[src/rtl/divisor_pkg.sv]
// Shared types for the sequential restoring divider.
package divisor_pkg;

  typedef enum logic [1:0] {
    IDLE = 2'd0,
    CALC = 2'd1,
    FIN  = 2'd2
  } estado_t;

endpackage

[src/rtl/divisor_paso.sv]
// One restoring-division iteration: shift {R,Q} left, subtract D if it fits.
module divisor_paso #(
  parameter int tamanyo = 32
) (
  input  logic [tamanyo-1:0] r_i,
  input  logic [tamanyo-1:0] q_i,
  input  logic [tamanyo-1:0] d_i,
  output logic [tamanyo-1:0] r_o,
  output logic [tamanyo-1:0] q_o
);

  logic [tamanyo:0] desp;
  logic             cabe;

  // The extra top bit matters only when D == 0 lets R grow past the usual R < D bound.
  always_comb begin
    desp = {r_i, q_i[tamanyo-1]};
    cabe = (desp >= {1'b0, d_i});
    if (cabe) begin
      r_o = desp[tamanyo-1:0] - d_i;
      q_o = {q_i[tamanyo-2:0], 1'b1};
    end else begin
      r_o = desp[tamanyo-1:0];
      q_o = {q_i[tamanyo-2:0], 1'b0};
    end
  end

endmodule

[src/rtl/divisor_algoritmico.sv]
// Sequential signed divider: one quotient bit per clock, quotient truncates toward zero,
// remainder follows the sign of the dividend.
module divisor_algoritmico
  import divisor_pkg::*;
#(
  parameter int tamanyo = 32
) (
  input  logic                      CLK,
  input  logic                      RSTa,
  input  logic                      Start,
  input  logic signed [tamanyo-1:0] Num,
  input  logic signed [tamanyo-1:0] Den,
  output logic                      Done,
  output logic signed [tamanyo-1:0] Coc,
  output logic signed [tamanyo-1:0] Res
);

  localparam int CNT_W = $clog2(tamanyo) + 1;

  estado_t                   estado_q;
  logic [CNT_W-1:0]          cnt_q;
  logic                      snum_q;
  logic                      scoc_q;
  logic                      done_q;
  logic signed [tamanyo-1:0] coc_q;
  logic signed [tamanyo-1:0] res_q;
  logic [tamanyo-1:0]        r_q;
  logic [tamanyo-1:0]        q_q;
  logic [tamanyo-1:0]        d_q;
  logic [tamanyo-1:0]        r_d;
  logic [tamanyo-1:0]        q_d;

  // Unsigned magnitude; -2^(tamanyo-1) maps to 2^(tamanyo-1) without overflow.
  function automatic logic [tamanyo-1:0] magnitud(input logic signed [tamanyo-1:0] v);
    return v[tamanyo-1] ? (~$unsigned(v) + 1'b1) : $unsigned(v);
  endfunction

  function automatic logic signed [tamanyo-1:0] con_signo(input logic [tamanyo-1:0] v,
                                                          input logic s);
    return $signed(s ? (~v + 1'b1) : v);
  endfunction

  divisor_paso #(
    .tamanyo(tamanyo)
  ) u_paso (
    .r_i(r_q),
    .q_i(q_q),
    .d_i(d_q),
    .r_o(r_d),
    .q_o(q_d)
  );

  // Operand datapath: loaded on the accepting edge, iterated during CALC.
  always_ff @(posedge CLK) begin
    if (estado_q == IDLE && Start) begin
      r_q <= '0;
      q_q <= magnitud(Num);
      d_q <= magnitud(Den);
    end else if (estado_q == CALC) begin
      r_q <= r_d;
      q_q <= q_d;
    end
  end

  always_ff @(posedge CLK or posedge RSTa) begin
    if (RSTa) begin
      estado_q <= IDLE;
      cnt_q    <= '0;
      snum_q   <= 1'b0;
      scoc_q   <= 1'b0;
      done_q   <= 1'b0;
      coc_q    <= '0;
      res_q    <= '0;
    end else begin
      done_q <= 1'b0;
      case (estado_q)
        IDLE: begin
          if (Start) begin
            snum_q   <= Num[tamanyo-1];
            scoc_q   <= Num[tamanyo-1] ^ Den[tamanyo-1];
            cnt_q    <= CNT_W'(tamanyo);
            estado_q <= CALC;
          end
        end
        CALC: begin
          cnt_q <= cnt_q - 1'b1;
          if (cnt_q == CNT_W'(1)) begin
            estado_q <= FIN;
          end
        end
        FIN: begin
          coc_q    <= con_signo(q_q, scoc_q);
          res_q    <= con_signo(r_q, snum_q);
          done_q   <= 1'b1;
          estado_q <= IDLE;
        end
        default: estado_q <= IDLE;
      endcase
    end
  end

  assign Done = done_q;
  assign Coc  = coc_q;
  assign Res  = res_q;

endmodule

[config.mk]
export PLATFORM = sky130hd
export DESIGN_NAME = divisor_algoritmico
export DESIGN_NICKNAME = d
export VERILOG_FILES = /design/src/rtl/divisor_pkg.sv /design/src/rtl/divisor_paso.sv /design/src/rtl/divisor_algoritmico.sv
export SDC_FILE = /design/constraint.sdc
export NUM_CORES = 1
export LEC_CHECK = 0
export ABC_AREA = 1
export CAP_MARGIN = 20
export CORE_AREA = 2 2 193 195
export CTS_CLUSTER_DIAMETER = 50
export DETAILED_ROUTE_END_ITERATION = 16
export DIE_AREA = 0 0 195 197
export MAX_ROUTING_LAYER = met4
export PLACE_DENSITY = 0.49
export SLEW_MARGIN = 20
export SYNTH_ARGS = -nofsm -noshare
export SYNTH_HDL_FRONTEND = slang
export SYNTH_SLANG_ARGS = --single-unit
[constraint.sdc]
create_clock -name CLK -period 3.1 [get_ports CLK]
set_input_delay 0.465 -clock CLK [delete_from_list [all_inputs] [get_ports CLK]]
set_output_delay 0.465 -clock CLK [all_outputs]
set_load 0.01 [all_outputs]
## Word-level counts from Yosys, hierarchy flattened

Cells that the tools add are included.

| cells by class | value |
|---|---|
| add/subtract/negate cells | 6 |
| magnitude comparators | 1 |
| equal/unequal tests | 5 |
| muxes and demuxes | 14 |
| bitwise logic cells | 5 |
| reduce and logical (&&, ||, !) cells | 7 |

Operator list:

| operator | count |
|---|---|
| $mux W32 | 6 |
| $add A32 B1 Y32 const B | 4 |
| $not A32 Y32 | 4 |
| $ge A33 B32 Y1 | 1 |
| $sub A32 B32 Y32 | 1 |
| $mux W31 | 1 |
| $pmux W6 S2 | 1 |
| $eq A6 B1 Y1 const B | 1 |
| $mux W6 | 1 |
| $reduce_and A2 Y1 | 3 |
| $sub A6 B1 Y6 const B | 1 |
| $mux W2 | 2 |
| $pmux W2 S2 | 1 |
| $reduce_bool A2 Y1 | 2 |
| $eq A2 B1 Y1 const B | 1 |
| $eq A2 B2 Y1 const B | 1 |
| $logic_not A2 Y1 | 1 |
| $mux W1 | 2 |
| $ne A2 B1 Y1 const B | 1 |
| $ne A2 B2 Y1 const B | 1 |
| $logic_and A1 B1 Y1 | 1 |
| $xor A1 B1 Y1 | 1 |

| word-level totals | value |
|---|---|
| register bits | 171 |
| bits of input ports | 67 |
| word-level logic and storage cells | 49 |

## Depth between registers and ports, before layout

| logic depth | value |
|---|---|
| word-level depth | 4 |
| depth in mapped cells | 17 |
| gate-level depth less buffers | 16 |

## Modules after synthesis

Synthesis repeated with hierarchy kept, for this count alone.

| second synthesis, totals | value |
|---|---|
| cell total of the unflattened synthesis | 2026 |
| area, all modules | 13391.6 sq um |

By module, submodules not included:

| module | times used | cells an instance | area each (sq um) |
|---|---|---|---|
| divisor_algoritmico | 1 | 1342 | 9958.3 |
| divisor_paso | 1 | 684 | 3433.3 |

## Worst setup path before layout

OpenSTA, ideal clock, no wires.

| path | value |
|---|---|
| path type | in2reg |
| from | input Start |
| to | register q_q[20] (data pin) |
| library setup time | 0.313 ns |
| arrival time | 2.003 ns |
| data required time | 2.787 ns |
| path slack | 0.784 ns |
| cell stages on the path | 5 |
| buffers on the path | 2 |
| path through | nand2_1 > buf_2 > inv_2 > clkbuf_1 > o21ai_0 |

| on the way | value |
|---|---|
| cells in the longest elaborated chain, start to end | 2 |

RTL lines:

| item | RTL line | source |
|---|---|---|
| from (decl) | divisor_algoritmico.sv:10 | `input logic Start,` |
| $logic_and A1 B1 Y1 | divisor_algoritmico.sv:55 | `if (estado_q == IDLE && Start) begin` |
| $mux W32 | divisor_algoritmico.sv:55 |  |
| to (signal assigned) | divisor_algoritmico.sv:57 | `q_q <= magnitud(Num);` |
| to (signal assigned) | divisor_algoritmico.sv:61 | `q_q <= q_d;` |
| to (decl) | divisor_algoritmico.sv:28 | `logic [tamanyo-1:0] q_q;` |

No other way between the ends.
A chain may end at the register's enable or synchronous reset.

## Worst setup path after layout

| path | value |
|---|---|
| from | register r_q[16] |
| to | register r_q[23] |

| on the way | value |
|---|---|
| cells in the longest elaborated chain, start to end | 2 |
| elaborated cells between the ends (all ways) | 3 |
| those cells by class | 1 x add/sub; 1 x order compare; 1 x mux |

RTL lines:

| item | RTL line | source |
|---|---|---|
| from (decl) | divisor_algoritmico.sv:27 | `logic [tamanyo-1:0] r_q;` |
| from (signal assigned) | divisor_algoritmico.sv:60 | `r_q <= r_d;` |
| $sub A32 B32 Y32 / $ge A33 B32 Y1 (equally long branches) | divisor_paso.sv:20, divisor_paso.sv:18 |  |
| $mux W32 (*) | divisor_paso.sv:19 | `if (cabe) begin` |

Mark *: on every way between the ends. The rest lies on a longest branch, timed or not.

==> metrics.csv <==
metric,value,unit
CTS root buf,clkbuf_16,
Worst Tran Pin Value,697,ps
ys async rst share,0.439,
RSZ-0062 raised after global routing,no,
CTS tree,yes,
CP endpoint kind,flop,
Clock Pin Slew Worst Setup and Hold Paths,70,ps
Initial DRC Count,799,
clock skew,11.0,ps
post-route cell area,15100,um^2
initial antenna violation count,0,
Slew HR,0.535,
Num CTS Buffers,17,
worst r2r src,r_q[16],
final hold vios,0,
post-route clock period utilization,0.787,
drt first pass iters,7,
maximum vdd drop,0.387,mV
Critical Path AT,2770,ps
Final setup viols,0,
die height,197,um
crit path kind,reg2reg,
Vias,11900,
crit-path max FO,28,
# IOs,132,
post-route ant nets,0,
R2R Path End,r_q[23],
number of setup buffers added after CTS,0,
cell count after synthesis,1856,
Fin Setup TNS,0,ps
Power Density,324,nW/um^2
drt total wl,40900,um
Worst R2R Setup Slack,660,ps
final net count,2089,
post-place setup slack,494,ps
Resized Gates After CTS,0,
leakage power,7.47,nW
number of global-route vias before repair,11600,
Post-synth EDFFs,64,
Area Overhead vs Synth,19.9,%
Core Footprint,36300,um^2
status,finished clean,
R2R depth,11,
Initial Util,0.347,
H-tree levels,4,
setup ws final,662,ps
final period demand of the worst path,2440,ps
CTS Sinks,171,
CP Data Required Time,3430,ps
post-DR wirelength/cell,16.6,um
PortBufs,131,
Syn Nets,1962,
Worst setup SP type,flop,
largest net degree at the start of global routing,55,
Die ar.,38400,um^2
layout cell share with drive strength beyond 1,0.0691,
main combinational cell family by area after synthesis,simple AND/OR/NAND/NOR gates,
Max-Cap Viols,0,
synthesized cell area,12600,um^2
FILL cells,3884,
post-synth top area share,0.170,
top post-synthesis cells by area,"nand2_1, edfxtp_1, dfrtp_1",
fmax,410,MHz
total grt overflow,0,
floorplan row count,70,
dominant synthesized flop cell,dfrtp_1,
clock latency on the worst-skew pair,440,ps
die width,195,um
HP Class,in2async,
Synth Warn #,0,
leading area contributor after synthesis,nand2_1,
global placer's final weighted congestion,0.927,
ant diodes,0,
cts hold-fix bufs,0,
Global Route Usage Sum,0.224,
vias per cell,4.82,
Adder-Cell Fraction of Synth Area,0.0393,
Yosys reg bits,171,
Synth Area in XOR/XNOR,0.0640,
first-pass GRT wire length,64800,um
synth unique cells,49,
Post-Synth Simple-Gate Area,0.368,
sequential area share after synthesis,0.352,
fin. max-slew vios,0,
HPWL Detailed,33000,um
Mean Syn Cell Area,6.79,um^2
Design Power,4.90,mW
"commonest non-fill, non-tap cell in the layout",nand2_1,
CTS Buffer Depth,2,
DRC violations left,0,
most frequent cells in the layout,"nand2_1, inv_1, nand3_1",
post-synthesis mux area share,0.000795,
compound-cell area share of the yosys netlist,0.0711,
Placed Area,14500,um^2
## synthesized netlist by cell type, types with 5 or more instances
master	count
nor2_2	12
o21ai_0	100
nand4_1	31
buf_1	6
nand2_2	26
ha_1	38
inv_2	8
nand3_1	178
edfxtp_1	64
xnor2_1	24
nand3b_1	17
a31oi_1	16
dfxtp_1	32
dfrtp_1	75
nor3_1	22
xor2_1	68
o21ai_1	5
a21oi_1	31
clkbuf_1	29
buf_2	9
or2_2	7
nand2_1	571
inv_1	271
nor2_1	166
## kinds of logic (layout without fill, tap and decap cells)
family,Yosys count,count (layout)
multiplexers,1,1
AO/OA/AOI/OAI,167,167
AND/OR/NAND/NOR,1054,1054
adder cells (fa/ha/maj),39,39
XOR/XNOR,92,92
flip-flops,171,171
buffers and inverters,332,472
## routing by layer
metal / share of wire / GRT usage / up-vias
met2: 0.47 / 0.360 / 243
met4: 0.016 / 0.0512 / 0
met5: 0 / - / -
met3: 0.035 / 0.0279 / 26
li1: - / - / 6129
met1: 0.48 / 0.302 / 5475
## worst max path at each step
stage	to	from	slack [ps]	cells after the start
global route	r_q[7]	d_q[9]	430	14
detailed placement	q_q[18]	Num[0]	490	10
floorplan	Coc[0]	RSTa	730	1
global placement	q_q[26]	Num[0]	540	10
CTS	r_q[5]	r_q[16]	620	11
finish	r_q[23]	r_q[16]	660	11
## cell type report
type,instances,area [um^2],share of cell area
inverters,281,1060,0.0699
well taps,468,586,0.0388
multi-input cells,1353,6850,0.453
clock inverters,11,129,0.00853
flip-flops and latches,171,4440,0.294
clock buffers,21,492,0.0325
repair buffers,159,1560,0.103
## report_power, final
part | switching (mW) | internal (mW) | total, mW | leakage (nW)
Clock | 0.941 | 1.31 | 2.25 | 0.306
Combinational | 0.168 | 0.138 | 0.306 | 5.27
Sequential | 0 | 2.34 | 2.34 | 1.89
## worst max-delay path, stage by stage (launching register included)
cell and delay, ps:
dfxtp_1 420, ha_1 450, nand2_1 150, nor2_2 180, nand2_2 120, nor3_4 220
nand2_4 210, nand2_8 160, buf_12 190, nand2_1 90, nand3_1 70, nand2_1 50
## metrics by stage
step	utilization	cells	hold WS (ps)
after floorplan	-	1856	453
after global placement	0.400	2432	466
after detailed placement	0.400	2432	465
after CTS	0.417	2464	461
after global routing	0.417	2464	486
final	0.417	2464	455
## state kept, by name, summed over array words and instances (netlist names)
register  cells
d_q          32
r_q          32
Done          1
estado_q      2
scoc_q        1
snum_q        1
Res          32
Coc          32
q_q          32
cnt_q         6
(Power assumes the default switching activity.)
